<file path="config.mk">
export PLATFORM = sky130hd
export DESIGN_NAME = fdiv_seq
export DESIGN_NICKNAME = d
export VERILOG_FILES = /design/src/rtl/fdiv_seq.sv
export SDC_FILE = /design/constraint.sdc
export NUM_CORES = 1
export LEC_CHECK = 0
export ABC_AREA = 1
export CORE_MARGIN = 10
export CORE_UTILIZATION = 50
export CTS_CLUSTER_DIAMETER = 80
export DETAILED_ROUTE_END_ITERATION = 16
export PLACE_DENSITY = 0.73
export SYNTH_ARGS = -nofsm -noshare
export SYNTH_HDL_FRONTEND = slang
export SYNTH_SLANG_ARGS = --single-unit
</file>
<file path="constraint.sdc">
create_clock -name clk -period 4.4 [get_ports clk]
set_input_delay 0.66 -clock clk [delete_from_list [all_inputs] [get_ports clk]]
set_output_delay 0.66 -clock clk [all_outputs]
set_load 0.005 [all_outputs]
</file>
<file path="src/rtl/fdiv_seq.sv">
// fdiv_seq: iterative IEEE-754 single divider, one quotient bit per clock.
// Define FDIV_RNE_EN for round-to-nearest-even; default build truncates.
module fdiv_seq (
   input  logic        clk,
   input  logic        rst,
   input  logic        start,
   input  logic [31:0] num1,
   input  logic [31:0] num2,
   output logic        busy,
   output logic        valid,
   output logic [31:0] out_div,
   output logic [3:0]  flags
);

   localparam int QBITS = 26;

`ifdef FDIV_RNE_EN
   localparam logic RNE = 1'b1;
`else
   localparam logic RNE = 1'b0;
`endif

   typedef enum logic [1:0] {
      S_IDLE,
      S_DIV,
      S_ROUND
   } state_t;

   state_t r_state;
   state_t w_state_n;

   logic               r_sign;
   logic [23:0]        r_mb;
   logic [25:0]        r_rem;
   logic [25:0]        r_q;
   logic [4:0]         r_cnt;
   logic signed [9:0]  r_exp;
   logic               r_spec;
   logic [31:0]        r_spec_res;
   logic [3:0]         r_spec_flg;
   logic               r_valid;
   logic [31:0]        r_out;
   logic [3:0]         r_flags;

   logic [7:0]         w_e1;
   logic [7:0]         w_e2;
   logic               w_z1;
   logic               w_z2;
   logic               w_i1;
   logic               w_i2;
   logic               w_n1;
   logic               w_n2;
   logic               w_sign;
   logic [23:0]        w_ma;
   logic [23:0]        w_mb;
   logic signed [9:0]  w_exp0;
   logic               w_spec;
   logic [31:0]        w_spec_res;
   logic [3:0]         w_spec_flg;

   assign w_e1   = num1[30:23];
   assign w_e2   = num2[30:23];
   assign w_z1   = (w_e1 == 8'h00);
   assign w_z2   = (w_e2 == 8'h00);
   assign w_i1   = (w_e1 == 8'hFF) && (num1[22:0] == 23'h0);
   assign w_i2   = (w_e2 == 8'hFF) && (num2[22:0] == 23'h0);
   assign w_n1   = (w_e1 == 8'hFF) && (num1[22:0] != 23'h0);
   assign w_n2   = (w_e2 == 8'hFF) && (num2[22:0] != 23'h0);
   assign w_sign = num1[31] ^ num2[31];
   // Denormal operands are flushed to zero, so their significand is dropped.
   assign w_ma   = w_z1 ? 24'h0 : {1'b1, num1[22:0]};
   assign w_mb   = w_z2 ? 24'h0 : {1'b1, num2[22:0]};
   assign w_exp0 = $signed({2'b00, w_e1} - {2'b00, w_e2} + 10'd127);

   always_comb begin
      w_spec     = 1'b1;
      w_spec_res = 32'h0;
      w_spec_flg = 4'h0;
      if (w_n1 || w_n2) begin
         w_spec_res = 32'h7FC00000;
      end else if ((w_z1 && w_z2) || (w_i1 && w_i2)) begin
         w_spec_res = 32'h7FC00000;
         w_spec_flg = 4'b1000;
      end else if (w_z2 && !w_i1) begin
         w_spec_res = {w_sign, 8'hFF, 23'h0};
         w_spec_flg = 4'b0100;
      end else if (w_i1) begin
         w_spec_res = {w_sign, 8'hFF, 23'h0};
      end else if (w_z1 || w_i2) begin
         w_spec_res = {w_sign, 31'h0};
      end else begin
         w_spec = 1'b0;
      end
   end

   // Compare before shifting so q[25] is the integer bit of ma/mb.
   logic        w_ge;
   logic [25:0] w_sub;
   logic [25:0] w_rem_n;

   assign w_ge    = (r_rem >= {2'b00, r_mb});
   assign w_sub   = r_rem - {2'b00, r_mb};
   assign w_rem_n = (w_ge ? w_sub : r_rem) << 1;

   logic               w_norm;
   logic [23:0]        w_mant;
   logic               w_g;
   logic               w_s;
   logic               w_up;
   logic [24:0]        w_sum;
   logic signed [9:0]  w_exp_n;
   logic signed [9:0]  w_exp_r;
   logic [30:0]        w_mag;
   logic [31:0]        w_res;
   logic [3:0]         w_flg;

   assign w_norm  = r_q[25];
   assign w_mant  = w_norm ? r_q[25:2] : r_q[24:1];
   assign w_g     = w_norm ? r_q[1] : r_q[0];
   assign w_s     = (w_norm & r_q[0]) | (r_rem != 26'h0);
   assign w_exp_n = w_norm ? r_exp : r_exp - 10'sd1;
   assign w_up    = RNE & w_g & (w_s | w_mant[0]);
   assign w_sum   = {1'b0, w_mant} + {24'h0, w_up};
   assign w_exp_r = w_exp_n + $signed({9'h0, w_sum[24]});
   // Hidden bit (or rounding carry) lands on the exponent field.
   assign w_mag   = 31'({w_exp_n - 10'd1, 23'h0} + {8'h0, w_sum});

   always_comb begin
      w_res = {r_sign, w_mag};
      w_flg = 4'h0;
      if (w_exp_r >= 10'sd255) begin
         w_res = {r_sign, 8'hFF, 23'h0};
         w_flg = 4'b0010;
      end else if (w_exp_r <= 10'sd0) begin
         w_res = {r_sign, 31'h0};
         w_flg = 4'b0001;
      end
   end

   always_comb begin
      w_state_n = r_state;
      unique case (r_state)
         S_IDLE:  if (start) w_state_n = S_DIV;
         S_DIV:   if (r_cnt == 5'(QBITS - 1)) w_state_n = S_ROUND;
         S_ROUND: w_state_n = S_IDLE;
         default: w_state_n = S_IDLE;
      endcase
   end

   always_ff @(posedge clk) begin
      if (rst) r_state <= S_IDLE;
      else     r_state <= w_state_n;
   end

   always_ff @(posedge clk) begin
      if (rst) begin
         r_sign     <= 1'b0;
         r_mb       <= 24'h0;
         r_rem      <= 26'h0;
         r_q        <= 26'h0;
         r_cnt      <= 5'h0;
         r_exp      <= 10'sd0;
         r_spec     <= 1'b0;
         r_spec_res <= 32'h0;
         r_spec_flg <= 4'h0;
         r_valid    <= 1'b0;
         r_out      <= 32'h0;
         r_flags    <= 4'h0;
      end else begin
         r_valid <= 1'b0;
         unique case (r_state)
            S_IDLE: begin
               if (start) begin
                  r_sign     <= w_sign;
                  r_rem      <= {2'b00, w_ma};
                  r_mb       <= w_mb;
                  r_q        <= 26'h0;
                  r_cnt      <= 5'h0;
                  r_exp      <= w_exp0;
                  r_spec     <= w_spec;
                  r_spec_res <= w_spec_res;
                  r_spec_flg <= w_spec_flg;
               end
            end
            S_DIV: begin
               r_rem <= w_rem_n;
               r_q   <= {r_q[24:0], w_ge};
               r_cnt <= r_cnt + 5'd1;
            end
            S_ROUND: begin
               r_valid <= 1'b1;
               r_out   <= r_spec ? r_spec_res : w_res;
               r_flags <= r_spec ? r_spec_flg : w_flg;
            end
            default: ;
         endcase
      end
   end

   assign busy    = (r_state != S_IDLE);
   assign valid   = r_valid;
   assign out_div = r_out;
   assign flags   = r_flags;

endmodule
</file>
## Yosys cells after proc, flatten, opt, wreduce, memory -nomap -nowiden

Index checks and enable logic that the tools add are counted.

| storage, ports and cells | value |
|---|---|
| register bits | 168 |
| latch bits | 0 |
| bits in writable memories | 0 |
| memory bits (read-only) | 0 |
| word-level logic and storage cells | 88 |
| memories kept | 0 |

| cells by class | value |
|---|---|
| add/subtract/negate cells | 7 |
| multiply operators | 0 |
| divide/modulo/power cells | 0 |
| order comparisons | 3 |
| equal/unequal tests | 7 |
| shifts and indexed selects | 0 |
| mux-type cells | 34 |
| bitwise operators | 1 |
| reduce and logical (&&, ||, !) cells | 23 |

Operator list:

| kind | number |
|---|---|
| $mux 32 | 6 |
| $pmux 26 s2 | 2 |
| $mux 24 | 3 |
| $mux 31 | 2 |
| $mux 26 | 2 |
| $logic_not 23->1 | 2 |
| $reduce_bool 23->1 | 2 |
| $add 31x24->31 | 1 |
| $ge 26x24->1 | 1 |
| $mux 25 | 1 |
| $sub 25x24->25 | 1 |
| $eq 8x8->1 const B | 2 |
| $logic_not 8->1 | 2 |
| $mux 4 | 3 |
| $add 9x8->10 const B | 1 |
| $ge 10x9->1 const B | 1 |
| $le 10x1->1 const B | 1 |
| $mux 10 | 1 |
| $pmux 5 s2 | 1 |
| $sub 10x2->10 const B | 1 |
| $sub 8x8->9 | 1 |
| $sub 8x1->8 const B | 1 |
| $logic_and 1x1->1 | 7 |
| $mux 1 | 7 |
| 15 further kinds | 23 |

## Depth between registers and ports, before layout

| depth | value |
|---|---|
| depth in word-level cells | 8 |
| mapped depth | 18 |

## Least setup slack after synthesis

OpenSTA, ideal clock, no wires.

| timing | value |
|---|---|
| path type | in2reg |
| from | in num1[23] |
| to | reg r_exp[8] |
| library setup time | 128 ps |
| arrival time | 2333 ps |
| required time | 4272 ps |
| path slack | 1940 ps |
| stages | 15 |
| buffers on the path | 0 |
| cells stage by stage | inv_1 -> ha_1 -> inv_1 -> fa_1 -> nand3_1 -> nand3_1 -> nand2_1 -> nand2_1 -> a21oi_1 -> xor2_1 -> nand3_1 -> nand3_1 -> nand2_1 -> nand2_1 -> nor2_1 |

| on the way | value |
|---|---|
| cells in the longest elaborated chain, start to end | 2 |

RTL lines:

| what | RTL line | source |
|---|---|---|
| start: declaration | 7 | `input logic [31:0] num1,` |
| $sub 8x8->9 | 73 | `assign w_exp0 = $signed({2'b00, w_e1} - {2'b00, w_e2} + 10'd127);` |
| $add 9x8->10 | 73 |  |
| end signal: assignment | 179 | `r_exp <= w_exp0;` |
| end: declaration | 37 | `logic signed [9:0] r_exp;` |

No other way between the ends.
A chain may end at the register's enable or synchronous reset.

## Final worst setup path

| timing | value |
|---|---|
| from | reg r_mb[7] |
| to | reg r_rem[24] |

| on the way | value |
|---|---|
| cells in the longest elaborated chain, start to end | 3 |

RTL lines:

| what | RTL line | source |
|---|---|---|
| start: declaration | 33 | `logic [23:0] r_mb;` |
| start signal: assignment | 176 | `r_mb <= w_mb;` |
| $sub 25x24->25 / $ge 26x24->1 (equally long branches) | 102, 101 |  |
| $mux 25 * | 103 | `assign w_rem_n = (w_ge ? w_sub : r_rem) << 1;` |
| $pmux 26 s2 * | 171 | `unique case (r_state)` |
| end signal: assignment | 175 | `r_rem <= {2'b00, w_ma};` |
| end signal: assignment | 186 | `r_rem <= w_rem_n;` |
| end: declaration | 34 | `logic [25:0] r_rem;` |

Every way passes the cells marked *; elsewhere a longest branch is shown, timed or not.

==> results.toml <==
[timing]
finalCritPeriodShare_pct = 66.7
rsz0062_at_grt = "no"
hold_viol = 0
maxSlewHeadroom_pct = 27.6
drv_slew = 0
max_freq_mhz = 341
fin_skew_ns = 0.00888
finalWorstPathRequiredPeriod_ns = 2.93
finalSetupTns_ns = 0
worst_slew_pin_slew_ns = 1.08
setup_viol = 0

[floorplan]
fp.dieH_microns = 151
start_util_pct = 51.4
rows = 47
die_w_microns = 151
die_area_sq_um = 22900
core_area_sq_um = 16800
io_pins = 105

[placed_design]
globalplace.congestion = 0.986
dp_cells = 1573
port_buffers = 104
post-dp-hpwl_mm = 18.6

[yosys]
synthesis.nets = 1408
async_flop_share_pct = 0
syn_inst = 1299
yosysWarningCount = 0
syn-cell-area_sq_um = 8610
syn_avg_cell_area_sq_um = 6.63
ys.flop_type = "dfxtp_1"
ys_seq_elements = 137
yosysUniqueCellTypes = 49
seq_area_frac_synth_pct = 31.9
synth-edff-count = 0

[global_route]
grt_pass1_wl_mm = 41.7
grt_pass1_vias = 8341
overflow = 0
track_usage_pct = 22.2
antenna_found_initial = 0
grt_max_degree = 72

[cells_and_area]
drive_gt1_share_pct = 5.78
stdcell_count = 1605
final_nets = 1481
seq_area_sq_um = 2740
final_core_util_pct = 61.4
multi_input_comb_area_sq_um = 4970
antennaDiodeCount = 0
syn_to_final_growth_pct = 19.4
fillers = 1586

[routing]
drt-initial-drc-count = 784
wl_per_cell_microns = 15.7
antenna_left = 0
vias = 8870
via_per_inst = 5.53
drc = 0
drt_wl_total_mm = 25.2
dr.pass1.iters = 5

[run]
drv_cap = 0

[setup_path]
crit_path_end_kind = "flip-flop"
critPathKind = "reg -> reg"
worstPathRequired_ns = 4.72
r2r-end = "r_rem[24]$_SDFFE_PP0P_"
r2r-start = "r_mb[7]$_SDFFE_PP0P_"
worstSetupStartpoint = "r_mb[7]$_SDFFE_PP0P_"
rr_worst_depth = 10
crit_path_start_kind = "flip-flop"
r2r_setup_slack_ns = 1.47
crit_fanout = 27
critPathArrivalTime_ns = 3.25

[clocking]
cts_hold_buf = 0
cts_buffers = 17
root_buffer = "clkbuf_16"
post_cts_buffers = 0
cts_tree = "built"
clkLatencyLatePin_ns = 0.43
cts_buffer_depth = 2
cts_resized = 0
h-tree-depth = 4
clk_pin_slew_worst_paths_ns = 0.07
cts.sinks = 137

[worst_hold_path]
hold-path-cell-count = 2
holdCritPathClass = "reg -> reg"
hold_path_end = "r_sign$_SDFFE_PP0P_"
hp-start = "r_sign$_SDFFE_PP0P_"

[power]
p_leak_nw = 4.25
power_density_nw_per_um2 = 423
total_power_w = 0.00436
vdd_drop_max_v = 0.000324

[status]
status = "finished clean"
[cell usage after synthesis, types with 3 or more instances]
cell type / instances / share of area (%)
o22ai_1: 12 / 0.87
nand2_2: 6 / 0.44
nand4_1: 35 / 2.5
inv_2: 3 / 0.13
clkbuf_1: 39 / 1.7
buf_6: 5 / 0.65
xor2_1: 11 / 1.1
a21oi_1: 153 / 8.9
a21o_1: 3 / 0.26
buf_2: 9 / 0.52
nand3_1: 123 / 7.1
nor3_1: 9 / 0.52
ha_1: 40 / 5.8
a31oi_1: 3 / 0.22
nand3_2: 3 / 0.35
dfxtp_1: 137 / 32
or2_2: 6 / 0.44
nor4_1: 16 / 1.2
inv_1: 159 / 6.9
nor2_1: 96 / 4.2
nor2_2: 6 / 0.44
nand2_1: 272 / 12
clkinv_1: 3 / 0.13
o32ai_1: 13 / 1.3
o21ai_0: 83 / 4.8
nand3b_1: 5 / 0.44
buf_1: 5 / 0.22
xnor2_1: 13 / 1.3
[worst max-delay path by stage]
stage and end:
3_5_place_dp r_rem[21]$_SDFFE_PP0P_, 6_report r_rem[24]$_SDFFE_PP0P_, 5_1_grt r_rem[24]$_SDFFE_PP0P_, 3_3_place_gp r_q[3]$_SDFFE_PP0P_
2_1_floorplan r_exp[8]$_SDFFE_PP0P_, 4_1_cts r_rem[24]$_SDFFE_PP0P_
[area by class of cell]
cell class,instances,share of cell area [%]
Multi-Input combinational cell,937,48.3
Tap cell,220,2.68
Sequential cell,137,26.7
Clock inverter,14,1.24
Timing Repair Buffer,114,10.8
Clock buffer,18,4.27
Inverter,165,6.02
[registers in the layout (all words and copies together), names as in the netlist, 3 cells and up]
name        flops
out_div        32
r_q            26
r_rem          26
r_mb           24
r_exp          10
r_cnt           5
flags           4
r_spec_res      3
[cell families (layout without fill, tap and decap cells)]
kind of cell	after synthesis	in the layout	synth area share, %
buffers and inverters	225	311	10.5
adders and majority gates	42	42	6.28
and+or+nand+nor	588	588	30.9
AOI/OAI and AO/OA	282	282	17.8
xor gates and xnor gates	25	25	2.76
DFF	137	137	31.9
[cell usage in the layout, fill, tap and decap left out, types with 4 or more instances in the layout]
| cell type | synthesis | layout |
|---|---|---|
| nor2_2 | 6 | 7 |
| ha_1 | 40 | 40 |
| clkdlybuf4s50_1 | 0 | 103 |
| dfxtp_1 | 137 | 137 |
| inv_1 | 159 | 159 |
| buf_4 | 2 | 10 |
| o22ai_1 | 12 | 12 |
| clkbuf_16 | 0 | 17 |
| a21oi_1 | 153 | 153 |
| nor3_1 | 9 | 9 |
| xor2_1 | 11 | 11 |
| or2_2 | 6 | 6 |
| o32ai_1 | 13 | 13 |
| nand3b_1 | 5 | 5 |
| nand2_1 | 272 | 272 |
| nand4_1 | 35 | 35 |
| nor2_1 | 96 | 95 |
| inv_8 | 0 | 5 |
| inv_6 | 0 | 4 |
| o21ai_0 | 83 | 83 |
| nand3_1 | 123 | 123 |
| xnor2_1 | 13 | 13 |
| nor4_1 | 16 | 16 |
| nand2_2 | 6 | 6 |
[critical path, stage by stage (launching register included)]
cell and delay, ns:
dfxtp_1 0.33, inv_1 0.08, ha_1 0.36, a21oi_1 0.30
o21ai_0 0.17, o21bai_2 0.25, nand2_2 0.43, nand3_4 0.38
or2_2 0.40, nand3_1 0.08, nand2_1 0.05
[routing by layer]
layer	part of all wire (%)	track usage [%]
met1	48	30.8
met2	43	33.6
met3	6.5	4.86
met4	1.8	6.74
met5	0	0
[per-stage QoR]
step / hold WS (ns) / area [sq um] / worst slack, ns
floorplan: 0.441 / 8610 / 1.94
global placement: 0.453 / 9720 / 1.18
detailed placement: 0.455 / 9720 / 1.15
CTS: 0.465 / 10300 / 1.50
global route: 0.485 / 10300 / 1.26
finish: 0.465 / 10300 / 1.47
[power breakdown]
group,switching (W),internal [W]
logic,0.00102,0.000562
clock network,0.000635,0.000762
registers,0.0000617,0.00131
total,0.00172,0.00264
No activity file was read; power rests on OpenSTA's default activity.
